## config.mk

```make
export PLATFORM = sky130hd
export DESIGN_NAME = imem_loader
export DESIGN_NICKNAME = d
export VERILOG_FILES = /design/src/rtl/imem_loader.sv
export SDC_FILE = /design/constraint.sdc
export NUM_CORES = 1
export LEC_CHECK = 0
export BUFFER_PORTS_ARGS = -buffer_cell sky130_fd_sc_hd__buf_2
export CORE_ASPECT_RATIO = 0.75
export CORE_UTILIZATION = 40
export DETAILED_ROUTE_END_ITERATION = 8
export GPL_TIMING_DRIVEN = 0
export HOLD_SLACK_MARGIN = 0.05
export SYNTH_ARGS = -nofsm -noshare
export SYNTH_HDL_FRONTEND = slang
export SYNTH_SLANG_ARGS = --single-unit
```

## constraint.sdc

```tcl
create_clock -name clk -period 2.4 [get_ports clk]
set_input_delay 0.48 -clock clk [delete_from_list [all_inputs] [get_ports clk]]
set_output_delay 0.48 -clock clk [all_outputs]
set_load 0.005 [all_outputs]
```

## src/rtl/imem_loader.sv

```systemverilog
`default_nettype none
// +--------------------------------------------------------------------------+
// | imem_loader: boot-time byte-stream loader for the instruction memory.   |
// | Optional checksum byte: define IMEM_LOADER_CHECKSUM_EN.                 |
// | Revision: 1.0                                                            |
// +--------------------------------------------------------------------------+
module imem_loader #(
  parameter int ADDR_W    = 8,
  parameter int BASE_ADDR = 0
) (
  input  logic              clk,
  input  logic              rst,
  input  logic              start,
  input  logic              in_valid,
  input  logic [7:0]        in_data,
  output logic              in_ready,
  output logic              imem_we,
  output logic [ADDR_W-1:0] imem_addr,
  output logic [31:0]       imem_wdata,
  output logic              core_rst_n,
  output logic              busy,
  output logic              done,
  output logic              error,
  output logic [ADDR_W:0]   words_loaded
);

`ifdef IMEM_LOADER_CHECKSUM_EN
  typedef enum logic [2:0] {
    S_IDLE = 3'd0, S_LEN_HI = 3'd1, S_LEN_LO = 3'd2, S_DATA = 3'd3,
    S_DONE = 3'd4, S_ERROR = 3'd5, S_CSUM = 3'd6
  } state_t;
  localparam state_t c_after_load = S_CSUM;
`else
  typedef enum logic [2:0] {
    S_IDLE = 3'd0, S_LEN_HI = 3'd1, S_LEN_LO = 3'd2, S_DATA = 3'd3,
    S_DONE = 3'd4, S_ERROR = 3'd5
  } state_t;
  localparam state_t c_after_load = S_DONE;
`endif

  localparam logic [ADDR_W-1:0] c_base = ADDR_W'(BASE_ADDR);
  localparam logic [31:0]       c_cap  = 32'(1) << ADDR_W;

  state_t            r_state, w_next;
  logic [15:0]       r_len;
  logic [ADDR_W-1:0] r_addr;
  logic [ADDR_W:0]   r_words;
  logic [31:0]       r_word;
  logic [1:0]        r_idx;
  logic              r_we;
  logic              r_flush;   // final word is being written; no more data bytes
  logic              w_accept, w_idle, w_overflow, w_last_word, w_extra_ready;
  logic [15:0]       w_len_full;

`ifdef IMEM_LOADER_CHECKSUM_EN
  logic [7:0] r_sum;
  logic [7:0] w_sum_next;
  assign w_sum_next    = r_sum + in_data;
  assign w_extra_ready = (r_state == S_CSUM);
`else
  assign w_extra_ready = 1'b0;
`endif

  assign in_ready    = (r_state == S_LEN_HI) || (r_state == S_LEN_LO) ||
                       ((r_state == S_DATA) && !r_flush) || w_extra_ready;
  assign w_accept    = in_valid && in_ready;
  assign w_idle      = (r_state == S_IDLE) || (r_state == S_DONE) || (r_state == S_ERROR);
  assign w_len_full  = {r_len[15:8], in_data};
  assign w_overflow  = (32'(BASE_ADDR) + 32'(w_len_full)) > c_cap;
  assign w_last_word = (32'(r_words) + 32'd1) == 32'(r_len);

  assign imem_we      = r_we;
  assign imem_addr    = r_addr;
  assign imem_wdata   = r_word;
  assign core_rst_n   = (r_state == S_DONE);
  assign busy         = !w_idle;
  assign done         = (r_state == S_DONE);
  assign error        = (r_state == S_ERROR);
  assign words_loaded = r_words;

  always_ff @(posedge clk) begin
    if (rst) r_state <= S_IDLE;
    else     r_state <= w_next;
  end

  always_comb begin
    w_next = r_state;
    case (r_state)
      S_IDLE, S_DONE, S_ERROR: if (start) w_next = S_LEN_HI;
      S_LEN_HI: if (w_accept) w_next = S_LEN_LO;
      S_LEN_LO: begin
        if (w_accept) begin
          if (w_len_full == 16'd0) w_next = c_after_load;
          else if (w_overflow)     w_next = S_ERROR;
          else                     w_next = S_DATA;
        end
      end
      S_DATA: if (r_flush) w_next = c_after_load;
`ifdef IMEM_LOADER_CHECKSUM_EN
      S_CSUM: if (w_accept) w_next = (w_sum_next == 8'h00) ? S_DONE : S_ERROR;
`endif
      default: w_next = S_IDLE;
    endcase
  end

  always_ff @(posedge clk) begin
    if (rst) begin
      r_len   <= 16'd0;
      r_addr  <= c_base;
      r_words <= '0;
      r_word  <= 32'd0;
      r_idx   <= 2'd0;
      r_we    <= 1'b0;
      r_flush <= 1'b0;
`ifdef IMEM_LOADER_CHECKSUM_EN
      r_sum   <= 8'h00;
`endif
    end else begin
      r_we <= 1'b0;
      if (r_we) begin
        r_words <= r_words + (ADDR_W+1)'(1);
        // Holding the address on the last write keeps it inside the image.
        if (!r_flush) r_addr <= r_addr + ADDR_W'(1);
      end
      if ((r_state == S_DATA) && r_flush) r_flush <= 1'b0;
      if (w_idle && start) begin
        r_addr  <= c_base;
        r_words <= '0;
        r_idx   <= 2'd0;
        r_flush <= 1'b0;
`ifdef IMEM_LOADER_CHECKSUM_EN
        r_sum   <= 8'h00;
`endif
      end
      if (w_accept) begin
`ifdef IMEM_LOADER_CHECKSUM_EN
        r_sum <= w_sum_next;
`endif
        case (r_state)
          S_LEN_HI: r_len[15:8] <= in_data;
          S_LEN_LO: r_len       <= w_len_full;
          S_DATA: begin
            r_word <= {r_word[23:0], in_data};
            r_idx  <= r_idx + 2'd1;
            if (r_idx == 2'd3) begin
              r_we <= 1'b1;
              if (w_last_word) r_flush <= 1'b1;
            end
          end
          default: ;
        endcase
      end
    end
  end

endmodule
`default_nettype wire

```

==> tab_implementation.tex, run 1 <==
\begin{tabular}{lr}
\hline
Metric & Value \\
\hline
\multicolumn{2}{l}{\textbf{GRT}} \\
\quad Remaining global-route overflow & 0 \\
\quad Pin count of the biggest net entering global routing & 14 \\
\quad Initial antenna violation count & 0 \\
\quad Via count of the first global-routing pass & 2,303 \\
\quad Gr usage total & between 10\% and 20\% \\
\quad Wire length of the first global-routing pass & 11,600 um \\
\multicolumn{2}{l}{\textbf{Placed design}} \\
\quad Setup slack at placement & approximately 110 ps \\
\quad Number of buffers inserted by port buffering & 66 \\
\quad DP Wirelength & approximately 5300 um \\
\quad Final Wtd Congestion & $\sim$0.76 \\
\multicolumn{2}{l}{\textbf{Min path}} \\
\quad Worst min-delay path class & input pin to register \\
\multicolumn{2}{l}{\textbf{Cells and area}} \\
\quad Layout cell share with drive strength beyond 1 & 19.5\% \\
\quad Area growth from synthesis to final layout & 23.1\% \\
\quad Antenna cells & 0 \\
\quad Highest-count cells in the layout ignoring fill and taps & 91 x nand2\_1, 72 x dfxtp\_1, 69 x buf\_2, 44 x a21oi\_1, 34 x nor2\_1 \\
\quad Number of nets in the finished design & 466 \\
\quad Leading cell type in the layout, fill and taps excluded & nand2\_1 \\
\multicolumn{2}{l}{\textbf{Route}} \\
\quad Remaining DRCs & 0 \\
\quad Iteration-0 DRC Markers & 73 \\
\quad Routed via count & 2,696 \\
\quad Detailed-router iteration count before antenna repair & 4 \\
\quad Total wire length & between 7000 and 8000 um \\
\quad Routed length per instance & 12.8 um \\
\quad Vias per cell & 4.84 \\
\quad Number of nets with antenna violations after detailed routing & 0 \\
\multicolumn{2}{l}{\textbf{Floorplan}} \\
\quad Full die area & 0.00805 sq mm \\
\quad Core outline area & about 0.0074 sq mm \\
\quad Floorplan die width & 103 um \\
\quad Total I/O pin count & 67 \\
\quad Number of rows in the core area & 27 \\
\quad Height of the die & $\sim$78 um \\
\quad Effective utilization at floorplan & around two fifths \\
\multicolumn{2}{l}{\textbf{Power and ir drop}} \\
\quad Leakage Power & 1.51 nW \\
\quad Maximum vdd drop & about 350 uV \\
\quad Pwr dens & about 740 mW/mm\^{}2 \\
\quad Share of power burned in the clock network & a little over two fifths \\
\quad Power consumption & roughly 2.8 mW \\
\quad Cell-internal power & 2.09 mW \\
\quad Net Sw Power & roughly 700 uW \\
\quad Combinational Power Share & 12.4\% \\
\quad Net Sw Frac & 25.3\% \\
\quad Part of the power in registers & 45.0\% \\
\multicolumn{2}{l}{\textbf{Synthesis}} \\
\quad Yosys Warn Count & 0 \\
\quad Netlist Area Pre-Place & approximately 0.0031 sq mm \\
\quad Number of enable-type register cells in the synthesized netlist & 0 \\
\quad Main flop type after synthesis & dfxtp\_1 \\
\quad Asr flop ratio synth & 0\% \\
\quad Sequential share of the synthesized area & between 40\% and 50\% \\
\quad Yosys reg bits & 72 \\
\quad Post-Syn Area per Cell & $\sim$8.2 sq um \\
\quad Net count after synthesis & between 300 and 400 \\
\quad Number of distinct library cell variants in the gate-level netlist after synthesis & 42 \\
\quad Number of standard cells after synthesis & approximately 370 \\
\multicolumn{2}{l}{\textbf{Timing}} \\
\quad Setup slack after layout & between 150 and 200 ps \\
\quad TNS Setup & 0 ps \\
\quad Pins over their slew limit & 0 \\
\quad Time the final worst path needs with I/O delays and setup & 2210 ps \\
\quad Clock Skew & $\sim$8.5 ps \\
\quad Setup violators final & 0 \\
\quad Unrepaired setup endpoints after global routing & no \\
\quad Hold Violations, Final & 0 \\
\quad Share of the cycle needed by the critical path after routing & 92.2\% \\
\quad Slew margin rel. & between 40\% and 50\% \\
\quad Transition time at the pin with the least slew margin & around 800 ps \\
\quad Peak Freq & 0.452 GHz \\
\multicolumn{2}{l}{\textbf{Clocking}} \\
\quad CTS hold repair buffers & 0 \\
\quad Clock tree sinks & 72 \\
\quad CTS tree & done \\
\quad Clock Latency Late Sink & about 340 ps \\
\quad Buffers inserted by post-CTS timing repair & 0 \\
\quad Post-cts resize count & 0 \\
\quad Number of CTS-inserted buffers & 9 \\
\quad Register clock-pin slew on the reported worst setup and hold paths & approximately 80 ps \\
\quad H-tree depth & 3 \\
\quad Worst-case clock buffer depth & 2 \\
\quad Cell at the root of the clock tree & clkbuf\_8 \\
\multicolumn{2}{l}{\textbf{Run status}} \\
\quad Status & finished, final reports clean \\
\multicolumn{2}{l}{\textbf{Setup path}} \\
\quad Top fanout value on the critical path & 2 \\
\quad Sort of element at the end of the critical path & register \\
\quad Critical setup path kind & register to register \\
\quad Req. time, crit path & $\sim$2700 ps \\
\quad Worst EP arrival & 2480 ps \\
\quad Element type at the critical path start & register \\
\quad Setup slack on the worst flop-to-flop path & about 190 ps \\
\multicolumn{2}{l}{\textbf{Flow run}} \\
\quad Max-capacitance violation count & 0 \\
\hline
\end{tabular}
==> kinds of logic (layout without fill, tap and decap cells) <==
| group | Yosys count | in the layout | share of synthesized area (%) |
|---|---|---|---|
| mux | 12 | 12 | 3.95 |
| xor+xnor | 27 | 27 | 7.69 |
| compound gates | 62 | 62 | 11.2 |
| buf+inv | 27 | 109 | 3.66 |
| simple gates | 170 | 170 | 25.1 |
| fa+ha+maj | 4 | 4 | 1.55 |
| flops | 72 | 72 | 46.9 |
==> power groups by stage <==
| stage | Clock (mW) | Combinational, mW | Sequential (mW) |
|---|---|---|---|
| 5_1_grt | 1.28 | 0.387 | 1.27 |
| 3_3_place_gp | 0 | 0.341 | 1.29 |
| 6_report | 1.19 | 0.348 | 1.26 |
| 3_5_place_dp | 0 | 0.345 | 1.29 |
| 4_1_cts | 1.22 | 0.347 | 1.26 |
| 2_1_floorplan | 0 | 0.246 | 1.28 |
==> worst max-delay path, stage by stage (launching register included) <==
cell	delay [ps]
dfxtp_1	320
or4_1	580
or4_1	460
o41ai_1	420
o21ai_1	140
a211oi_1	220
==> path summary, 6_finish.rpt <==
check / cells after the start / endpoint / start
max reg2reg: 5 / r_state[1] / r_len[10]
min: 3 / r_len[11] / in_data[3]
min reg2reg: 2 / imem_wdata[27] / imem_wdata[27]
max: 5 / r_state[1] / r_len[10]
==> routing by layer <==
metal | up-vias | wire length [um] | global-route usage [%]
li1 | 1411 | - | -
met1 | 1229 | 3860 | 28.9
met2 | 52 | 2880 | 24.8
met3 | 4 | 359 | 5.32
met4 | 0 | 42 | 4.65
met5 | - | 0 | 0
==> flip-flops by register name, summed over array words and instances, names as in the netlist <==
signal,count
imem_we,1
r_len,16
imem_addr,8
words_loaded,9
imem_wdata,32
r_state,3
r_idx,2
r_flush,1
==> final cells by class <==
| type | instances | area, sq um |
|---|---|---|
| Multi-Input combinational cell | 275 | 1520 |
| Clock inverter | 6 | 115 |
| Timing Repair Buffer | 66 | 330 |
| Fill cell | 755 | 3610 |
| Buffer | 24 | 101 |
| Clock buffer | 10 | 138 |
| Sequential cell | 72 | 1440 |
| Tap cell | 101 | 126 |
| Inverter | 3 | 11.3 |
==> metrics by stage <==
step	hold WS, ps	util [%]	cells	instance area [sq um]
floorplan	431	-	374	3080
global placement	439	47.7	541	3530
detailed placement	443	47.7	541	3530
CTS	400	51.2	557	3780
global route	396	51.2	557	3780
finish	409	51.2	557	3780
==> synthesized netlist by cell type (3+ instances only) <==
cell,count,area [sq um]
dfxtp_1,72,1440
nor3b_1,3,22.5
inv_1,3,11.3
and4_1,4,35.0
buf_2,3,15.0
or4_1,6,45.0
a21oi_1,44,220
nand2_1,91,342
xnor2_1,15,131
clkbuf_1,19,71.3
mux2i_1,11,110
a211oi_1,3,22.5
ha_1,3,37.5
xor2_1,12,105
nand3_1,9,45.0
o21ai_0,5,25.0
nand4_1,3,18.8
nor2b_1,4,25.0
nand2b_1,3,18.8
nor2_1,34,128
Power figures use the tool's default switching activity.
==> inputs of run 2 (changes only) <==
--- a/config.mk
+++ b/config.mk
@@ -6,8 +6,9 @@
 export NUM_CORES = 1
 export LEC_CHECK = 0
 export BUFFER_PORTS_ARGS = -buffer_cell sky130_fd_sc_hd__buf_2
-export CORE_ASPECT_RATIO = 0.75
+export CORE_ASPECT_RATIO = 0.8
 export CORE_UTILIZATION = 40
+export CTS_CLUSTER_SIZE = 16
 export DETAILED_ROUTE_END_ITERATION = 8
 export GPL_TIMING_DRIVEN = 0
 export HOLD_SLACK_MARGIN = 0.05
==> run 2 against run 1 <==
Against the previous run: via count is 0.22% lower; cell count is 0.72% higher; die area hardly changed; core utilization is 0.13 points lower; non-clock buffer count stayed put.
==> tab_implementation.tex, run 2 (synthesized netlist as in run 1, its figures left out) <==
\begin{tabular}{lr}
\hline
Metric & Value \\
\hline
\multicolumn{2}{l}{\textbf{Clocking}} \\
\quad CTS hold repair buffers & 0 (unchanged) \\
\quad Clock Latency Late Sink & 340 ps (about the same) \\
\quad Worst-case clock buffer depth & 2 (unchanged) \\
\quad CTS tree & done \\
\quad Register clock-pin slew on the reported worst setup and hold paths & 70 ps (about the same) \\
\quad Number of CTS-inserted buffers & 9 (unchanged) \\
\quad Clock tree sinks & 72 (unchanged) \\
\quad Post-cts resize count & 0 (unchanged) \\
\quad Buffers inserted by post-CTS timing repair & 0 (unchanged) \\
\quad H-tree depth & 3 (unchanged) \\
\quad Cell at the root of the clock tree & clkbuf\_8 \\
\multicolumn{2}{l}{\textbf{Power and ir drop}} \\
\quad Combinational Power Share & 12.5\% (about the same) \\
\quad Net Sw Power & 693 uW (-2.3\%) \\
\quad Pwr dens & 734 mW/mm\^{}2 (-0.72\%) \\
\quad Net Sw Frac & 24.9\% (-0.44 points) \\
\quad Maximum vdd drop & 366 uV (+5.7\%) \\
\quad Part of the power in registers & 45.2\% (+0.2 points) \\
\quad Leakage Power & 1.51 nW (unchanged) \\
\quad Cell-internal power & 2.09 mW (about the same) \\
\quad Share of power burned in the clock network & 42.3\% (-0.3 points) \\
\multicolumn{2}{l}{\textbf{Timing}} \\
\quad TNS Setup & 0 ps (unchanged) \\
\quad Setup violators final & 0 (unchanged) \\
\quad Pins over their slew limit & 0 (unchanged) \\
\quad Share of the cycle needed by the critical path after routing & 90.7\% (-1.4 points) \\
\quad Hold Violations, Final & 0 (unchanged) \\
\quad Unrepaired setup endpoints after global routing & no \\
\quad Peak Freq & 0.459 GHz (+1.6\%) \\
\quad Slew margin rel. & 42.4\% (-2.7 points) \\
\quad Transition time at the pin with the least slew margin & 859 ps (+40.6 ps) \\
\quad Time the final worst path needs with I/O delays and setup & 2180 ps (-34.8 ps) \\
\quad Clock Skew & 10.2 ps (+1.67 ps) \\
\multicolumn{2}{l}{\textbf{Min path}} \\
\quad Min-delay src & in\_data[2] \\
\quad Cell count of the worst hold path & 3 (unchanged) \\
\quad Endpoint of the worst hold-timing path & imem\_wdata[2] \\
\quad Worst min-delay path class & input pin to register \\
\multicolumn{2}{l}{\textbf{Setup path}} \\
\quad Setup slack on the worst flop-to-flop path & 220 ps (+30 ps) \\
\quad Worst setup path startpoint & r\_len[10] \\
\quad Sort of element at the end of the critical path & register \\
\quad Worst EP arrival & 2430 ps (-50 ps) \\
\quad Launch instance of the worst register-to-register path & r\_len[10] \\
\quad Critical setup path kind & register to register \\
\quad Largest delay contributor family on the critical path & simple AND/OR/NAND/NOR gates \\
\quad Cell seen most often among critical-path stages & or4\_1 \\
\quad Element type at the critical path start & register \\
\quad Standard cell with the maximum stage delay on the critical path & or4\_1 \\
\quad Endpoint of the worst register-to-register path & r\_state[1] \\
\quad Buffers and inverters on the worst path & 0 (unchanged) \\
\quad Top fanout value on the critical path & 2 (unchanged) \\
\quad Logic depth of the worst register-to-register path & 5 (unchanged) \\
\quad Req. time, crit path & 2650 ps (-20 ps) \\
\quad Critical path's largest stage delay & 540 ps (-40 ps) \\
\quad Cell-by-cell trace of the critical path & or4\_1 -> or4\_1 -> o41ai\_1 -> o21ai\_1 -> a211oi\_1 \\
\multicolumn{2}{l}{\textbf{Placed design}} \\
\quad Number of buffers inserted by port buffering & 66 (unchanged) \\
\quad Area after detailed placement & 0.00354 sq mm (+0.14\%) \\
\quad Final Wtd Congestion & 0.797 (+4.2\%) \\
\quad DP Wirelength & 5320 um (-0.12\%) \\
\multicolumn{2}{l}{\textbf{Run status}} \\
\quad Status & finished, final reports clean \\
\multicolumn{2}{l}{\textbf{GRT}} \\
\quad Remaining global-route overflow & 0 (unchanged) \\
\quad Via count of the first global-routing pass & 2,358 (+2.4\%) \\
\quad Gr usage total & 18.6\% (-0.077 points) \\
\quad Initial antenna violation count & 0 (unchanged) \\
\quad Pin count of the biggest net entering global routing & 14 (unchanged) \\
\quad Wire length of the first global-routing pass & 11,600 um (about the same) \\
\multicolumn{2}{l}{\textbf{Cells and area}} \\
\quad Number of nets in the finished design & 466 (unchanged) \\
\quad Highest-count cells in the layout ignoring fill and taps & 91 x nand2\_1, 72 x dfxtp\_1, 69 x buf\_2, 44 x a21oi\_1, 34 x nor2\_1 \\
\quad Design area & 0.00379 sq mm (+0.13\%) \\
\quad Layout cell share with drive strength beyond 1 & 19.5\% (unchanged) \\
\quad Fillcell total & 766 (+1.5\%) \\
\quad Area growth from synthesis to final layout & 23.2\% \\
\quad Antenna cells & 0 (unchanged) \\
\quad Leading cell type in the layout, fill and taps excluded & nand2\_1 \\
\quad Register Area & 0.00144 sq mm (unchanged) \\
\quad Multi-input combinational cell area & 0.00152 sq mm (unchanged) \\
\quad Max FFs per register & 32 (unchanged) \\
\multicolumn{2}{l}{\textbf{Route}} \\
\quad Routed length per instance & 12.8 um (-0.48\%) \\
\quad Routed via count & 2,690 (-0.22\%) \\
\quad Total wire length & 7160 um (+0.24\%) \\
\quad Detailed-router iteration count before antenna repair & 4 (unchanged) \\
\quad Iteration-0 DRC Markers & 99 (+36\%) \\
\quad Remaining DRCs & 0 (unchanged) \\
\quad Vias per cell & 4.80 (-0.93\%) \\
\quad Number of nets with antenna violations after detailed routing & 0 (unchanged) \\
\multicolumn{2}{l}{\textbf{Floorplan}} \\
\quad Effective utilization at floorplan & 41.4\% (-0.16 points) \\
\quad Number of rows in the core area & 28 (+3.7\%) \\
\quad Floorplan die width & 100 um (-3.1\%) \\
\quad Full die area & 0.00805 sq mm (about the same) \\
\quad Total I/O pin count & 67 (unchanged) \\
\quad Height of the die & 80.4 um (+3.2\%) \\
\quad Core outline area & 0.00743 sq mm (+0.39\%) \\
\multicolumn{2}{l}{\textbf{Flow run}} \\
\quad Max-capacitance violation count & 0 (unchanged) \\
\hline
\end{tabular}
[run 2: cell counts in the layout (fill, tap and decap cells not counted)]
No cell type changed its count.
[run 2: worst max-delay path by stage]
stage                     depth (start not counted)  slack (ps)               to
after global placement                            6          60       r_state[1]
after floorplan                                   5         410       r_state[0]
after CTS                                         5         230       r_state[1]
after global routing                              8          30  words_loaded[7]
final                                             5         220       r_state[1]
after detailed placement                          6         100       r_state[1]
[run 2: power by group through the flow]
stage | clock network, mW | registers, mW | logic (mW)
after floorplan | 0 | 1.28 | 0.246
after global placement | 0 | 1.29 | 0.342
after detailed placement | 0 | 1.29 | 0.347
after CTS | 1.21 | 1.26 | 0.348
after global routing | 1.27 | 1.26 | 0.387
final | 1.18 | 1.26 | 0.347
[run 2: metal layers]
layer / vias to the layer above / global-route usage (%) / part of all wire, %
met2: 55 / 26.6 / 42
li1: 1410 / - / -
met1: 1223 / 27.1 / 52
met4: 0 / 5.07 / 0.50
met5: - / 0 / 0
met3: 2 / 5.22 / 4.7
[run 2: final cells by class]
type / instances / area share, %
multi-input cells: 275 / 40.1
flip-flops and latches: 72 / 38.0
repair buffers: 66 / 8.72
clock buffers: 10 / 3.63
well taps: 105 / 3.47
clock inverters: 6 / 3.04
plain buffers: 24 / 2.67
inverters: 3 / 0.297
[run 2: worst min-delay path: stages]
cell and delay (ps):
buf_2 120, nand2_1 50, a21oi_1 50
[run 2: metrics by stage]
step / utilization [%] / instances / setup WS, ps / hold WS [ps] / total power, mW
after floorplan: - / 374 / 414 / 431 / 1.53
after global placement: 47.6 / 545 / 61.7 / 441 / 1.63
after detailed placement: 47.6 / 545 / 101 / 445 / 1.63
after CTS: 51.0 / 561 / 233 / 394 / 2.82
after global routing: 51.0 / 561 / 25.5 / 398 / 2.92
final: 51.0 / 561 / 223 / 408 / 2.78
